## src/rtl/vdp_port_ctrl_if.sv

```systemverilog
// Host-side I/O port bundle of the VDP port controller: port select, write
// data with its strobe, the end-of-read strobe and the read-back byte.
interface vdp_port_ctrl_if;
  logic       io_portsel;  // 0 = data port, 1 = control port
  logic [7:0] io_wrdata;
  logic       io_wren;     // one-cycle write strobe
  logic       io_rddone;   // one-cycle end-of-read strobe
  logic [7:0] io_rddata;

  modport master (
    output io_portsel,
    output io_wrdata,
    output io_wren,
    output io_rddone,
    input  io_rddata
  );

  modport slave (
    input  io_portsel,
    input  io_wrdata,
    input  io_wren,
    input  io_rddone,
    output io_rddata
  );
endinterface

```

## src/rtl/vdp_port_ctrl.sv

```systemverilog
// VDP host port controller: decodes the two-byte control-port protocol into
// an address/code pair, register writes and interrupt enables, performs VRAM
// and palette writes through the data port, and keeps a one-byte read-ahead
// buffer filled by a two-cycle VRAM prefetch.
module vdp_port_ctrl (
  input  logic         clk,
  input  logic         reset_n,
  vdp_port_ctrl_if.slave io,
  output logic [13:0]  vram_addr,
  output logic [7:0]   vram_wrdata,
  output logic         vram_wren,
  output logic         vram_rden,
  input  logic [7:0]   vram_rddata,
  output logic [4:0]   pal_addr,
  output logic [7:0]   pal_wrdata,
  output logic         pal_wren,
  output logic [3:0]   reg_idx,
  output logic [7:0]   reg_data,
  output logic         reg_wr,
  input  logic         vsync_pend,
  input  logic         line_pend,
  input  logic         spr_ovf,
  input  logic         spr_coll,
  output logic         irq
);

  typedef enum logic [1:0] {
    IDLE    = 2'd0,
    PF_REQ  = 2'd1,
    PF_WAIT = 2'd2
  } state_t;

  state_t      state_r, state_s;
  logic [1:0]  code_r, code_s;
  logic [13:0] addr_r, addr_s;
  logic        toggle_r, toggle_s;
  logic [7:0]  rdbuf_r, rdbuf_s;
  logic        vsync_r, vsync_s;
  logic        line_r, line_s;
  logic        ovf_r, ovf_s;
  logic        coll_r, coll_s;
  logic        ie_frame_r, ie_frame_s;
  logic        ie_line_r, ie_line_s;
  logic        reg_wr_r, reg_wr_s;
  logic [3:0]  reg_idx_r, reg_idx_s;
  logic [7:0]  reg_data_r, reg_data_s;
  logic        irq_r, irq_s;

  // A write always beats a coincident read strobe.
  logic wr_data_s, wr_ctrl_s, rd_data_s, rd_ctrl_s;
  assign wr_data_s = io.io_wren & ~io.io_portsel;
  assign wr_ctrl_s = io.io_wren &  io.io_portsel;
  assign rd_data_s = io.io_rddone & ~io.io_wren & ~io.io_portsel;
  assign rd_ctrl_s = io.io_rddone & ~io.io_wren &  io.io_portsel;

  // Next-state for the prefetch FSM, address/code/toggle, read buffer and register port.
  always_comb begin
    state_s    = state_r;
    code_s     = code_r;
    addr_s     = addr_r;
    toggle_s   = toggle_r;
    rdbuf_s    = rdbuf_r;
    ie_frame_s = ie_frame_r;
    ie_line_s  = ie_line_r;
    reg_wr_s   = 1'b0;
    reg_idx_s  = reg_idx_r;
    reg_data_s = reg_data_r;

    if (wr_data_s) begin
      // Data write cancels any prefetch; its own increment is the only one.
      rdbuf_s  = io.io_wrdata;
      addr_s   = addr_r + 14'd1;
      toggle_s = 1'b0;
      state_s  = IDLE;
    end else if (wr_ctrl_s) begin
      state_s = IDLE;
      if (toggle_r) begin
        code_s   = io.io_wrdata[7:6];
        addr_s   = {io.io_wrdata[5:0], addr_r[7:0]};
        toggle_s = 1'b0;
        case (io.io_wrdata[7:6])
          2'd0: state_s = PF_REQ;
          2'd2: begin
            reg_wr_s   = 1'b1;
            reg_idx_s  = io.io_wrdata[3:0];
            reg_data_s = addr_r[7:0];
            if (io.io_wrdata[3:0] == 4'd0) begin
              ie_line_s = addr_r[4];
            end else if (io.io_wrdata[3:0] == 4'd1) begin
              ie_frame_s = addr_r[5];
            end else begin
              ie_frame_s = ie_frame_r;
            end
          end
          default: state_s = IDLE;
        endcase
      end else begin
        addr_s   = {addr_r[13:8], io.io_wrdata};
        toggle_s = 1'b1;
      end
    end else if (rd_data_s) begin
      toggle_s = 1'b0;
      state_s  = PF_REQ;
    end else begin
      if (rd_ctrl_s) begin
        toggle_s = 1'b0;
      end else begin
        toggle_s = toggle_r;
      end
      case (state_r)
        PF_REQ:  state_s = PF_WAIT;
        PF_WAIT: begin
          rdbuf_s = vram_rddata;
          addr_s  = addr_r + 14'd1;
          state_s = IDLE;
        end
        default: state_s = IDLE;
      endcase
    end
  end

  // Status flags: a set pulse wins over a coincident status-read clear; irq follows the flags.
  always_comb begin
    vsync_s = (vsync_r & ~rd_ctrl_s) | vsync_pend;
    line_s  = (line_r  & ~rd_ctrl_s) | line_pend;
    ovf_s   = (ovf_r   & ~rd_ctrl_s) | spr_ovf;
    coll_s  = (coll_r  & ~rd_ctrl_s) | spr_coll;
    irq_s   = (vsync_r & ie_frame_r) | (line_r & ie_line_r);
  end

  // State register for every flop of the controller.
  always_ff @(posedge clk or negedge reset_n) begin
    if (!reset_n) begin
      state_r    <= IDLE;
      code_r     <= 2'd0;
      addr_r     <= 14'd0;
      toggle_r   <= 1'b0;
      rdbuf_r    <= 8'd0;
      vsync_r    <= 1'b0;
      line_r     <= 1'b0;
      ovf_r      <= 1'b0;
      coll_r     <= 1'b0;
      ie_frame_r <= 1'b0;
      ie_line_r  <= 1'b0;
      reg_wr_r   <= 1'b0;
      reg_idx_r  <= 4'd0;
      reg_data_r <= 8'd0;
      irq_r      <= 1'b0;
    end else begin
      state_r    <= state_s;
      code_r     <= code_s;
      addr_r     <= addr_s;
      toggle_r   <= toggle_s;
      rdbuf_r    <= rdbuf_s;
      vsync_r    <= vsync_s;
      line_r     <= line_s;
      ovf_r      <= ovf_s;
      coll_r     <= coll_s;
      ie_frame_r <= ie_frame_s;
      ie_line_r  <= ie_line_s;
      reg_wr_r   <= reg_wr_s;
      reg_idx_r  <= reg_idx_s;
      reg_data_r <= reg_data_s;
      irq_r      <= irq_s;
    end
  end

  // Write strobes must act in the same cycle, so these are decoded directly.
  assign vram_addr   = addr_r;
  assign vram_wrdata = io.io_wrdata;
  assign vram_wren   = wr_data_s & (code_r != 2'd3);
  assign vram_rden   = (state_r == PF_REQ) & ~io.io_wren;
  assign pal_addr    = addr_r[4:0];
  assign pal_wrdata  = io.io_wrdata;
  assign pal_wren    = wr_data_s & (code_r == 2'd3);
  assign reg_idx     = reg_idx_r;
  assign reg_data    = reg_data_r;
  assign reg_wr      = reg_wr_r;
  assign irq         = irq_r;
  assign io.io_rddata = io.io_portsel ? {vsync_r, ovf_r, coll_r, 5'd0} : rdbuf_r;

endmodule

```

## src/flat_wrapper.sv

```systemverilog
// flat-port wrapper written by rule: the top's interface ports become plain ports
module vdp_port_ctrl_flat 
  (clk, reset_n, vram_addr, vram_wrdata, vram_wren, vram_rden, vram_rddata, pal_addr, pal_wrdata, pal_wren, reg_idx, reg_data, reg_wr, vsync_pend, line_pend, spr_ovf, spr_coll, irq, io_io_portsel, io_io_wrdata, io_io_wren, io_io_rddone, io_io_rddata);
  vdp_port_ctrl_if io_i ();
  input  logic clk;
  input  logic reset_n;
  output logic [13:0] vram_addr;
  output logic [7:0] vram_wrdata;
  output logic vram_wren;
  output logic vram_rden;
  input  logic [7:0] vram_rddata;
  output logic [4:0] pal_addr;
  output logic [7:0] pal_wrdata;
  output logic pal_wren;
  output logic [3:0] reg_idx;
  output logic [7:0] reg_data;
  output logic reg_wr;
  input  logic vsync_pend;
  input  logic line_pend;
  input  logic spr_ovf;
  input  logic spr_coll;
  output logic irq;
  input wire logic [$bits(io_i.io_portsel)-1:0] io_io_portsel;
  input wire logic [$bits(io_i.io_wrdata)-1:0] io_io_wrdata;
  input wire logic [$bits(io_i.io_wren)-1:0] io_io_wren;
  input wire logic [$bits(io_i.io_rddone)-1:0] io_io_rddone;
  output wire logic [$bits(io_i.io_rddata)-1:0] io_io_rddata;
  assign io_i.io_portsel = io_io_portsel;
  assign io_i.io_wrdata = io_io_wrdata;
  assign io_i.io_wren = io_io_wren;
  assign io_i.io_rddone = io_io_rddone;
  assign io_io_rddata = io_i.io_rddata;
  vdp_port_ctrl u_core (.clk(clk), .reset_n(reset_n), .io(io_i), .vram_addr(vram_addr), .vram_wrdata(vram_wrdata), .vram_wren(vram_wren), .vram_rden(vram_rden), .vram_rddata(vram_rddata), .pal_addr(pal_addr), .pal_wrdata(pal_wrdata), .pal_wren(pal_wren), .reg_idx(reg_idx), .reg_data(reg_data), .reg_wr(reg_wr), .vsync_pend(vsync_pend), .line_pend(line_pend), .spr_ovf(spr_ovf), .spr_coll(spr_coll), .irq(irq));
endmodule
```

## config.mk

```make
export PLATFORM = sky130hd
export DESIGN_NAME = vdp_port_ctrl_flat
export DESIGN_NICKNAME = d
export VERILOG_FILES = /design/src/rtl/vdp_port_ctrl_if.sv /design/src/rtl/vdp_port_ctrl.sv /design/src/flat_wrapper.sv
export SDC_FILE = /design/constraint.sdc
export NUM_CORES = 1
export LEC_CHECK = 0
export BUFFER_PORTS_ARGS = -buffer_cell sky130_fd_sc_hd__buf_2
export CAP_MARGIN = 25
export CELL_PAD_IN_SITES_DETAIL_PLACEMENT = 0
export CELL_PAD_IN_SITES_GLOBAL_PLACEMENT = 1
export CORE_ASPECT_RATIO = 0.6
export CORE_UTILIZATION = 38
export CTS_CLUSTER_DIAMETER = 30
export DETAILED_ROUTE_END_ITERATION = 8
export PLACE_DENSITY_LB_ADDON = 0.1
export SKIP_LAST_GASP = 1
export SLEW_MARGIN = 10
export SYNTH_ARGS = -nofsm -noshare
export SYNTH_HDL_FRONTEND = slang
export SYNTH_SLANG_ARGS = --single-unit
export TNS_END_PERCENT = 5
```

## constraint.sdc

```tcl
create_clock -name clk -period 2 [get_ports clk]
set_clock_uncertainty 0.05 [all_clocks]
set_input_delay 0.4 -clock clk [delete_from_list [all_inputs] [get_ports clk]]
set_output_delay 0.4 -clock clk [all_outputs]
set_load 0.005 [all_outputs]
```

==> metrics.md <==
| Metric | Value |
|---|---|
| Outcome | `complete, no violations` |
| Routed Antenna Nets | `0` |
| 1st-iter DRT viols | `193` |
| Die ar. | `7190 µm²` |
| CP max FO | `6` |
| Post-layout total power | `0.00319 W` |
| Total GRT Usage | `0.221` |
| Switching share of total power | `0.334` |
| Period utilization | `0.887` |
| Final worst setup slack | `0.226 ns` |
| CTS Hold Bufs | `0` |
| Routability cong. | `0.799` |
| Hold Path Class | `in -> async` |
| Crit Reg-Reg Endpoint | `u_core.vram_addr[12]$_DFFE_PN0P_` |
| Metal2 WL | `2.89 mm` |
| Ranking of synthesized cells by area | `dfrtp_1 45%, mux2_2 7.4%, buf_4 6.6%, a21oi_1 3.5%, o22ai_1 2.6%` |
| PostCTS Resize Cnt | `0` |
| P_int | `0.00213 W` |
| P&R area growth vs syn | `22.5%` |
| R2R depth | `5` |
| Drt total wl | `7.34 mm` |
| CTS Buf Count | `5` |
| DRT Pass-1 Iters | `4` |
| Routed met1 length | `3.78 mm` |
| Reg clk slew, reported paths | `0.07 ns` |
| Final Hold Fails | `0` |
| Peak VDD IR | `0.434 mV` |
| Via count | `2243` |
| Slew of the pin with the lowest slew margin | `0.428 ns` |
| Mapped cell area | `2600 µm²` |
| Deepest clock path buffer count | `2` |
| Gate power share | `0.329` |
| Main synth FF type | `dfrtp_1` |
| Maximum Capacitance Violations | `0` |
| CTS root buf | `clkbuf_16` |
| Synth Register Bits | `47` |
| Switch Pwr | `0.00107 W` |
| Placement Setup Slack | `0.196 ns` |
| Async SR Flop Fraction | `1.00` |
| Die Height | `66.1 µm` |
| Final net count | `359` |
| Crit path arrival time | `1.91 ns` |
| Initial core utilization | `0.409` |
| Leakage power | `1.51 nW` |
| Antenna Diode Count | `0` |
| Routed vias/inst | `5.37` |
| Share of layout cells above drive strength 1 | `0.401` |
| Seq pwr share | `0.409` |
| Number of flops mapped to enable cells by yosys | `0` |
| Finished Core Util | `0.501` |
| Uppermost routed layer | `met4` |
| H-tree levels | `2` |
| Die X | `109 µm` |
| TNS Setup | `0 ns` |
| Syn Area/Cell | `9.90 µm²` |
| RSZ-0062 raised after global routing | `false` |
| Filler cells | `645` |
| Global-route wire length before repair | `11.7 mm` |
| CP Capture Type | `flop` |
| Clk Latency, worst-skew pair | `0.29 ns` |
| Worst r2r src | `u_core.vram_addr[0]$_DFFE_PN0P_` |
| Clock share of power | `0.262` |
| CP startpoint kind | `flop` |
| Core outline area | `6360 µm²` |
| Distinct cells, synth | `54` |
| Final Setup Violations | `0` |
| Pwr per Cell Area | `1000 nW/µm²` |
| Fin. max-slew vios | `0` |
| GRT overflow | `0` |
| Area leader, netlist | `dfrtp_1` |
| Yosys top cell area share | `0.452` |
| # clock sinks | `47` |
| Residual DRC | `0` |
| Initial antenna violation count | `0` |
| Fmax achieved | `0.564 GHz` |
| Syn_nets | `289` |
| Crit Path Category | `reg -> reg` |
| Fin crit period | `1.77 ns` |
| Sequential cell area fraction in the yosys report | `0.452` |
| IO Port Bufs | `84` |
| WP data required | `2.14 ns` |
| Post-CTS Setup Repair Bufs | `0` |
| TritonCTS clock tree | `built` |
| Largest net degree at the start of global routing | `48` |
| Max-slew headroom | `0.714` |
| Dpl hpwl | `5.33 mm` |
| Ports | `85` |
| Mapped Cells | `263` |
| Synth warnings | `0` |
| Core Rows | `22` |
| Wirelength per Cell | `17.6 µm` |
| Number of global-route vias before repair | `2133` |
| Routed wl met3 | `603 µm` |
| R2R Setup Slk | `0.23 ns` |
cells by family (layout without fill, tap and decap cells):
logic type,count (synthesis),in the layout,synth area share
adder cells (fa/ha/maj),1,1,0.00481
AND/OR/NAND/NOR,80,80,0.163
multiplexers,23,23,0.0986
buffers and inverters,43,114,0.0995
AO/OA/AOI/OAI,69,69,0.182
flip-flops,47,47,0.452
state kept, by name, indices dropped and copies added, names as in the netlist, 2 cells and up:
name              cells
u_core.code_r         2
u_core.rdbuf_r        8
u_core.reg_data       8
u_core.reg_idx        4
u_core.state_r        2
u_core.vram_addr     14
final cells by class:
class / instances / area, µm² / area share
Clock buffer: 5 / 125 / 0.0392
Clock inverter: 3 / 22.5 / 0.00706
Inverter: 5 / 18.8 / 0.00589
Multi-Input combinational cell: 173 / 1170 / 0.366
Sequential cell: 47 / 1180 / 0.369
Tap cell: 84 / 105 / 0.0330
Timing Repair Buffer: 101 / 573 / 0.180
routing by layer:
metal  track usage  vias up
li1              -     1074
met2         0.297       88
met3        0.0562        4
met4        0.0456        0
met5             0        -
met1         0.345     1077
critical path: stages (launching register included):
cell,delay (ns)
dfrtp_1,0.35
ha_1,0.24
nand4_1,0.32
nor3_1,0.32
o21ai_0,0.11
a221oi_1,0.29
cells in the final DEF (no fill, tap or decap), types with 5 or more instances in the layout:
cell / n
nand2b_1: 7
nor2_1: 16
mux2i_1: 5
o22ai_1: 11
buf_4: 15
buf_2: 84
nand3_1: 8
nor3_1: 7
dfrtp_1: 47
mux2_2: 17
o21ai_0: 8
a21oi_1: 18
nand2_1: 17
inv_1: 5
clkbuf_16: 5
nor2b_1: 7
cell usage after synthesis, drive strengths merged, types with 2 or more instances:
cell and n:
nand2 17, mux2 18, nor2 17, a311oi 2, buf 33, inv 5, nand4 4, a221oi 4
mux2i 5, and2 2, clkbuf 5, dfrtp 47, or3 3, a21oi 18, nor3 7, nor2b 7
o21ai 8, nand2b 7, a31oi 2, a211oi 2, o22ai 11, a21o 4, nand3 9
worst max-delay path by stage:
stage	startpoint	slack, ns	cells after the start	end
after global routing	u_core.vram_addr[0]$_DFFE_PN0P_	0.006	5	u_core.vram_addr[12]$_DFFE_PN0P_
after floorplan	u_core.vram_addr[0]$_DFFE_PN0P_	0.32	5	u_core.vram_addr[12]$_DFFE_PN0P_
final	u_core.vram_addr[0]$_DFFE_PN0P_	0.23	5	u_core.vram_addr[12]$_DFFE_PN0P_
after detailed placement	io_io_wren	0.20	5	u_core.ie_frame_r$_DFFE_PN0P_
after global placement	io_io_wren	0.21	5	u_core.ie_frame_r$_DFFE_PN0P_
after CTS	u_core.vram_addr[0]$_DFFE_PN0P_	0.24	5	u_core.vram_addr[12]$_DFFE_PN0P_
through the flow:
| step | hold WS [ns] | instances | area (µm²) |
|---|---|---|---|
| 6_report | 0.0330 | 418 | 3190 |
| 3_3_place_gp | 0.356 | 410 | 3040 |
| 3_5_place_dp | 0.356 | 410 | 3040 |
| 4_1_cts | 0.0461 | 418 | 3190 |
| 2_1_floorplan | 0.0544 | 263 | 2600 |
| 5_1_grt | 0.0638 | 418 | 3190 |
power groups by stage:
stage                     clock (W)  sequential [W]  combinational, W
after detailed placement          0         0.00132           0.00105
after global placement            0         0.00132           0.00105
after CTS                  0.000861         0.00131           0.00106
after floorplan                   0         0.00134          0.000580
final                      0.000838         0.00131           0.00105
after global routing       0.000905         0.00134           0.00116
Power figures use the tool's default switching activity.
